==> src/rtl/seq_gen_pkg.sv <==
// Shared types and width helpers for the seq_gen serial pattern transmitter.
package seq_gen_pkg;

  typedef enum logic [1:0] {
    S_IDLE = 2'd0,
    S_SEND = 2'd1,
    S_GAP  = 2'd2,
    S_DONE = 2'd3
  } state_e;

  // Counter width for values 0..n-1, never narrower than one bit.
  function automatic int width_min1(input int n);
    return (n > 1) ? $clog2(n) : 1;
  endfunction

endpackage

==> src/rtl/seq_piso.sv <==
// Parallel-load shift register; serial output is the MSB register bit.
module seq_piso #(
  parameter int W = 4
) (
  input  logic         clk,
  input  logic         rst,
  input  logic         load,
  input  logic         shift,
  input  logic         clear,
  input  logic [W-1:0] pdata,
  output logic         sout
);

  logic [W-1:0] sr_q;

  always_ff @(posedge clk) begin
    if (rst || clear) begin
      sr_q <= '0;
    end else if (load) begin
      sr_q <= pdata;
    end else if (shift) begin
      sr_q <= sr_q << 1;
    end else begin
      sr_q <= sr_q;
    end
  end

  assign sout = sr_q[W-1];

endmodule

==> src/rtl/seq_gen.sv <==
// Serial test-pattern transmitter: sends PATTERN MSB first, rep_cnt times,
// with GAP_LEN idle bits between frames and a mark pulse on each last bit.
module seq_gen
  import seq_gen_pkg::*;
#(
  parameter int                 PAT_LEN = 4,
  parameter logic [PAT_LEN-1:0] PATTERN = 4'b1101,
  parameter int                 GAP_LEN = 2,
  parameter int                 CNT_W   = 4
) (
  input  logic             clk,
  input  logic             rst,
  input  logic             start,
  input  logic [CNT_W-1:0] rep_cnt,
  input  logic             abort,
  output logic             dout,
  output logic             valid,
  output logic             mark,
  output logic             busy,
  output logic             done
);

  localparam int IDX_W = width_min1(PAT_LEN);
  localparam int GAP_W = width_min1(GAP_LEN + 1);

  state_e           state_q;
  logic [IDX_W-1:0] idx_q;
  logic [CNT_W-1:0] rem_q;
  logic [CNT_W-1:0] rem_d;
  logic [GAP_W-1:0] gap_q;
  logic             valid_q, mark_q, busy_q, done_q;
  logic             load_s, shift_s, clear_s, more_s;

  // Saturating decrement: the frame counter never wraps.
  assign rem_d  = (rem_q != {CNT_W{1'b0}}) ? rem_q - CNT_W'(1) : rem_q;
  assign more_s = (rem_d != {CNT_W{1'b0}});

  // Shift-register control mirrors the FSM transitions below; clearing it
  // whenever a frame ends keeps dout at 0 outside SEND.
  always_comb begin
    load_s  = 1'b0;
    shift_s = 1'b0;
    clear_s = 1'b0;
    case (state_q)
      S_IDLE: load_s = start && (rep_cnt != {CNT_W{1'b0}});
      S_SEND: begin
        if (abort)                                 clear_s = 1'b1;
        else if (idx_q != {IDX_W{1'b0}})           shift_s = 1'b1;
        else if (more_s && (GAP_LEN == 0))         load_s  = 1'b1;
        else                                       clear_s = 1'b1;
      end
      S_GAP: begin
        if (abort)                                 clear_s = 1'b1;
        else if (gap_q == {GAP_W{1'b0}})           load_s  = 1'b1;
        else                                       clear_s = 1'b0;
      end
      default: clear_s = 1'b0;
    endcase
  end

  seq_piso #(.W(PAT_LEN)) u_piso (
    .clk   (clk),
    .rst   (rst),
    .load  (load_s),
    .shift (shift_s),
    .clear (clear_s),
    .pdata (PATTERN),
    .sout  (dout)
  );

  // Main FSM with registered status outputs.
  always_ff @(posedge clk) begin
    if (rst) begin
      state_q <= S_IDLE;
      idx_q   <= '0;
      rem_q   <= '0;
      gap_q   <= '0;
      valid_q <= 1'b0;
      mark_q  <= 1'b0;
      busy_q  <= 1'b0;
      done_q  <= 1'b0;
    end else begin
      mark_q <= 1'b0;
      done_q <= 1'b0;
      case (state_q)
        S_IDLE: begin
          if (start) begin
            rem_q <= rep_cnt;
            if (rep_cnt == {CNT_W{1'b0}}) begin
              state_q <= S_DONE;
              done_q  <= 1'b1;
            end else begin
              state_q <= S_SEND;
              idx_q   <= IDX_W'(PAT_LEN - 1);
              valid_q <= 1'b1;
              busy_q  <= 1'b1;
              mark_q  <= (PAT_LEN == 1);
            end
          end
        end
        S_SEND: begin
          if (abort) begin
            state_q <= S_IDLE;
            valid_q <= 1'b0;
            busy_q  <= 1'b0;
          end else if (idx_q != {IDX_W{1'b0}}) begin
            idx_q  <= idx_q - IDX_W'(1);
            mark_q <= (idx_q == IDX_W'(1));
          end else begin
            rem_q <= rem_d;
            if (!more_s) begin
              state_q <= S_DONE;
              valid_q <= 1'b0;
              busy_q  <= 1'b0;
              done_q  <= 1'b1;
            end else if (GAP_LEN > 0) begin
              state_q <= S_GAP;
              gap_q   <= GAP_W'(GAP_LEN > 0 ? GAP_LEN - 1 : 0);
              valid_q <= 1'b0;
            end else begin
              idx_q  <= IDX_W'(PAT_LEN - 1);
              mark_q <= (PAT_LEN == 1);
            end
          end
        end
        S_GAP: begin
          if (abort) begin
            state_q <= S_IDLE;
            busy_q  <= 1'b0;
          end else if (gap_q == {GAP_W{1'b0}}) begin
            state_q <= S_SEND;
            idx_q   <= IDX_W'(PAT_LEN - 1);
            valid_q <= 1'b1;
            mark_q  <= (PAT_LEN == 1);
          end else begin
            gap_q <= gap_q - GAP_W'(1);
          end
        end
        S_DONE: begin
          state_q <= S_IDLE;
          valid_q <= 1'b0;
          busy_q  <= 1'b0;
        end
        default: begin
          state_q <= S_IDLE;
          valid_q <= 1'b0;
          busy_q  <= 1'b0;
        end
      endcase
    end
  end

  assign valid = valid_q;
  assign mark  = mark_q;
  assign busy  = busy_q;
  assign done  = done_q;

endmodule

==> config.mk <==
export PLATFORM = sky130hd
export DESIGN_NAME = seq_gen
export DESIGN_NICKNAME = d
export VERILOG_FILES = /design/src/rtl/seq_gen_pkg.sv /design/src/rtl/seq_piso.sv /design/src/rtl/seq_gen.sv
export SDC_FILE = /design/constraint.sdc
export NUM_CORES = 1
export LEC_CHECK = 0
export BUFFER_PORTS_ARGS = -buffer_cell sky130_fd_sc_hd__buf_2
export CORE_MARGIN = 8
export CORE_UTILIZATION = 32
export DETAILED_ROUTE_END_ITERATION = 16
export PLACE_DENSITY = 0.49
export SETUP_SLACK_MARGIN = 0.3
export SLEW_MARGIN = 20
export SYNTH_ARGS = -nofsm -noshare
export SYNTH_HDL_FRONTEND = slang
export SYNTH_HIERARCHICAL = 1
export SYNTH_SLANG_ARGS = --single-unit
==> constraint.sdc <==
create_clock -name clk -period 2.7 [get_ports clk]
set_clock_uncertainty 0.15 [all_clocks]
set_input_delay 0 -clock clk [delete_from_list [all_inputs] [get_ports clk]]
set_output_delay 0 -clock clk [all_outputs]
set_load 0.005 [all_outputs]
==> impl_metrics.py <==
metrics = {
    "pwr": {
        "p_sw_uw": 600,
        "p_per_area_nw_per_um2": 965,
        "peakVddDrop_mv": 0.338,
        "comb_power_share": 0.560,
        "clock_power_share": 0.135,
        "switching_share": 0.415,
        "p_seq_frac": 0.305,
        "p_int_uw": 847,
        "leakagePower_uw": 0.000637,
    },
    "grt": {
        "grt_antenna_before_repair": 0,
        "met2_usage": 0.143,
        "grt_use_met3": 0.0205,
        "track_usage": 0.101,
        "grtUsageMet1": 0.138,
        "gr-max-usage-layer": "met2",
        "grt_max_degree": 20,
        "grt_pass1_wl_mm": 5.04,
        "grt_pass1_vias": 1064,
        "overflow": 0,
    },
    "timing": {
        "relSlewSlack": 0.568,
        "timing.final.crit_share": 0.843,
        "tightest_slew_ns": 0.641,
        "fmax_ghz": 0.439,
        "report.final.slew_viol_count": 0,
        "rsz0062_at_grt": "false",
        "fin_crit_ns": 2.28,
        "setup_viol": 0,
        "setup_tns_ns": 0,
        "hold_violations": 0,
    },
    "detailed_routing": {
        "wl_per_cell_um": 13.9,
        "drc_errors": 0,
        "vias_per_cell": 5.15,
        "drt_iter0_drc": 63,
        "ant_nets": 0,
        "via_count": 1117,
        "totalWireLength_mm": 3.01,
        "drtPass1Iterations": 4,
    },
    "synth": {
        "synth.distinct_cells": 53,
        "syn-mean-instance-area_um2": 8.55,
        "ys_ff_latch": 18,
        "synth-async-reset-ratio": 0,
        "synth_compound_area_frac": 0.283,
        "synth_top_family_by_area": "compound AO/OA/AOI/OAI gates",
        "synthAdderAreaFrac": 0.0796,
        "syn_inst": 147,
        "yosysWarnings": 6,
        "yosysSeqAreaShare": 0.287,
        "synth_flop_cell": "dfxtp_1",
        "muxShareOfSynthArea": 0.0428,
        "synth_xor_area_frac": 0.00697,
        "syn_area_um2": 1260,
        "yosys.area_share.simple": 0.238,
        "synth-edff-count": 0,
    },
    "critical_path": {
        "cp-end-kind": "flip-flop",
        "required_ns": 2.70,
        "r2r_end": "rem_q[2]$_SDFFE_PP0P_",
        "startpoint_type": "flip-flop",
        "critPathKind": "reg2reg",
        "path_max_fanout": 18,
        "reg2reg_depth": 8,
        "r2r-start": "state_q[1]$_SDFFE_PP0P_",
        "arrival_ns": 2.28,
        "ff2ff_setup_slack_ns": 0.42,
    },
    "hold_path": {
        "hp-start": "abort",
        "whs_path_depth": 3,
        "hp-class": "in2reg",
        "worstHoldEndpoint": "gap_q[0]$_SDFFE_PP0P_",
    },
    "finish": {
        "fin_nets": 187,
        "drive_gt1_frac": 0.178,
        "syn_to_final_growth_pct": 19.3,
        "fin_cells": 217,
        "diodes": 0,
        "num-fill-cells": 377,
        "fin_area_um2": 1500,
    },
    "die": {
        "initial_core_util": 0.338,
        "die_h_um": 78.7,
        "dieArea_um2": 6190,
        "die_w_um": 78.7,
        "rows": 22,
        "ios": 13,
        "core-area_um2": 3720,
    },
    "placement": {
        "place_area_um2": 1360,
        "place_hpwl_mm": 2.20,
        "portBuffers": 12,
        "finalWeightedCongestion": 0.832,
        "dp_cells": 204,
    },
    "cts": {
        "cts.sinks": 18,
        "cts_tree": "yes",
        "root_buffer": "clkbuf_8",
        "clk_latency_ns": 0.26,
        "cts_buffers": 3,
        "path_clk_slew_ns": 0.07,
        "cts_buffer_depth": 2,
        "htreeDepth": 1,
    },
    "run_status": {
        "status": "completed",
    },
    "flow_run": {
        "max_cap_violations": 0,
    },
}
==> power by group through the flow <==
stage	Clock [uW]	Sequential, uW	Combinational (uW)
6_report	195	442	811
3_3_place_gp	0	441	738
4_1_cts	207	440	761
5_1_grt	216	460	905
2_1_floorplan	0	425	602
3_5_place_dp	0	445	745
==> area by class of cell <==
class | instances | area, um^2 | area share
Timing Repair Buffer | 23 | 164 | 0.109
Inverter | 11 | 41.3 | 0.0275
Sequential cell | 18 | 362 | 0.241
Clock buffer | 3 | 41.3 | 0.0275
Multi-Input combinational cell | 114 | 832 | 0.555
Tap cell | 48 | 60.1 | 0.0400
==> cells in the mapped netlist, types with 2 or more instances <==
| library cell | n | share of area |
|---|---|---|
| nor2_1 | 7 | 0.021 |
| nand2b_1 | 6 | 0.030 |
| inv_1 | 11 | 0.033 |
| clkbuf_1 | 4 | 0.012 |
| ha_1 | 8 | 0.080 |
| o211a_1 | 3 | 0.024 |
| mux2i_1 | 2 | 0.016 |
| nand3_1 | 2 | 0.0080 |
| nor2b_1 | 4 | 0.020 |
| conb_1 | 2 | 0.0060 |
| nand2_1 | 7 | 0.021 |
| a21boi_0 | 2 | 0.012 |
| nor3_1 | 5 | 0.020 |
| mux2_2 | 3 | 0.027 |
| a21oi_1 | 13 | 0.052 |
| dfxtp_1 | 18 | 0.29 |
| a211o_1 | 2 | 0.014 |
| o22ai_1 | 2 | 0.0099 |
| a21o_1 | 2 | 0.012 |
| or3_1 | 2 | 0.0099 |
| o21ai_0 | 6 | 0.024 |
| a211oi_1 | 2 | 0.012 |
| or2b_1 | 4 | 0.024 |
==> cell families after synthesis <==
family | after synthesis
adders and majority gates | 8
and+or+nand+nor | 48
xor gates and xnor gates | 1
DFF | 18
muxes | 5
AOI/OAI and AO/OA | 48
other | 2
buffers and inverters | 17
==> sequential cells by signal (all words and copies together) (netlist names) <==
register	cells
rem_q	4
mark	1
gap_q	2
u_piso/sr_q	4
done	1
state_q	2
idx_q	2
busy	1
valid	1
==> worst max-delay path, cell delays in order, from the launching register on <==
cell           delay [ns]
dfxtp_2              0.36
inv_1                0.08
ha_1                 0.22
buf_6                0.17
nand2b_1             0.16
a21o_1               0.24
o21ai_1              0.15
a21oi_1              0.08
dlygate4sd3_1        0.56
==> how the worst max path moves through the flow <==
stage	start	end	slack (ns)	cells past startpoint
2_1_floorplan	state_q[1]$_SDFFE_PP0P_	u_piso/sr_q[1]$_SDFFE_PP0P_	0.81	7
6_report	state_q[1]$_SDFFE_PP0P_	rem_q[2]$_SDFFE_PP0P_	0.42	8
4_1_cts	state_q[1]$_SDFFE_PP0P_	rem_q[2]$_SDFFE_PP0P_	0.33	8
5_1_grt	state_q[1]$_SDFFE_PP0P_	rem_q[2]$_SDFFE_PP0P_	0.31	8
3_3_place_gp	state_q[0]$_SDFFE_PP0P_	u_piso/sr_q[1]$_SDFFE_PP0P_	0.70	7
3_5_place_dp	state_q[1]$_SDFFE_PP0P_	u_piso/sr_q[1]$_SDFFE_PP0P_	0.59	6
==> per-layer routing <==
layer  wire length (um)  up-vias
met3                112        5
li1                   -      574
met1               1560      518
met2               1280       20
met4                 55        0
met5                  0        -
==> placed cells by master, fill, tap and decap left out, types with 3 or more instances in the layout <==
cell type      instances
o211a_1                3
nor3_1                 5
nand2_1                7
o21ai_0                5
nor2b_1                4
dfxtp_1               17
conb_1                 4
mux2_2                 3
nand2b_1               6
nor2_1                 7
a21oi_1               13
buf_4                  3
or2b_1                 4
ha_1                   8
buf_2                 12
clkbuf_8               3
dlygate4sd3_1          7
inv_1                 11
==> repair_timing <==
action	in CTS	in global routing
endpoints found under the setup margin	0	1
hold buffers	7	0
hold endpoints to repair	5	0
resized for setup	0	3
buffers inserted	0	3
==> metrics by stage <==
step | total power, uW | setup WS [ns] | hold WS (ns) | utilization
after floorplan | 1030 | 0.805 | 0.0100 | -
final | 1450 | 0.424 | 0.0300 | 0.404
after detailed placement | 1190 | 0.591 | 0.231 | 0.366
after global placement | 1180 | 0.701 | 0.231 | 0.366
after global routing | 1580 | 0.308 | 0.0682 | 0.404
after CTS | 1410 | 0.328 | 0.0292 | 0.396
No activity file was read; power rests on OpenSTA's default activity.
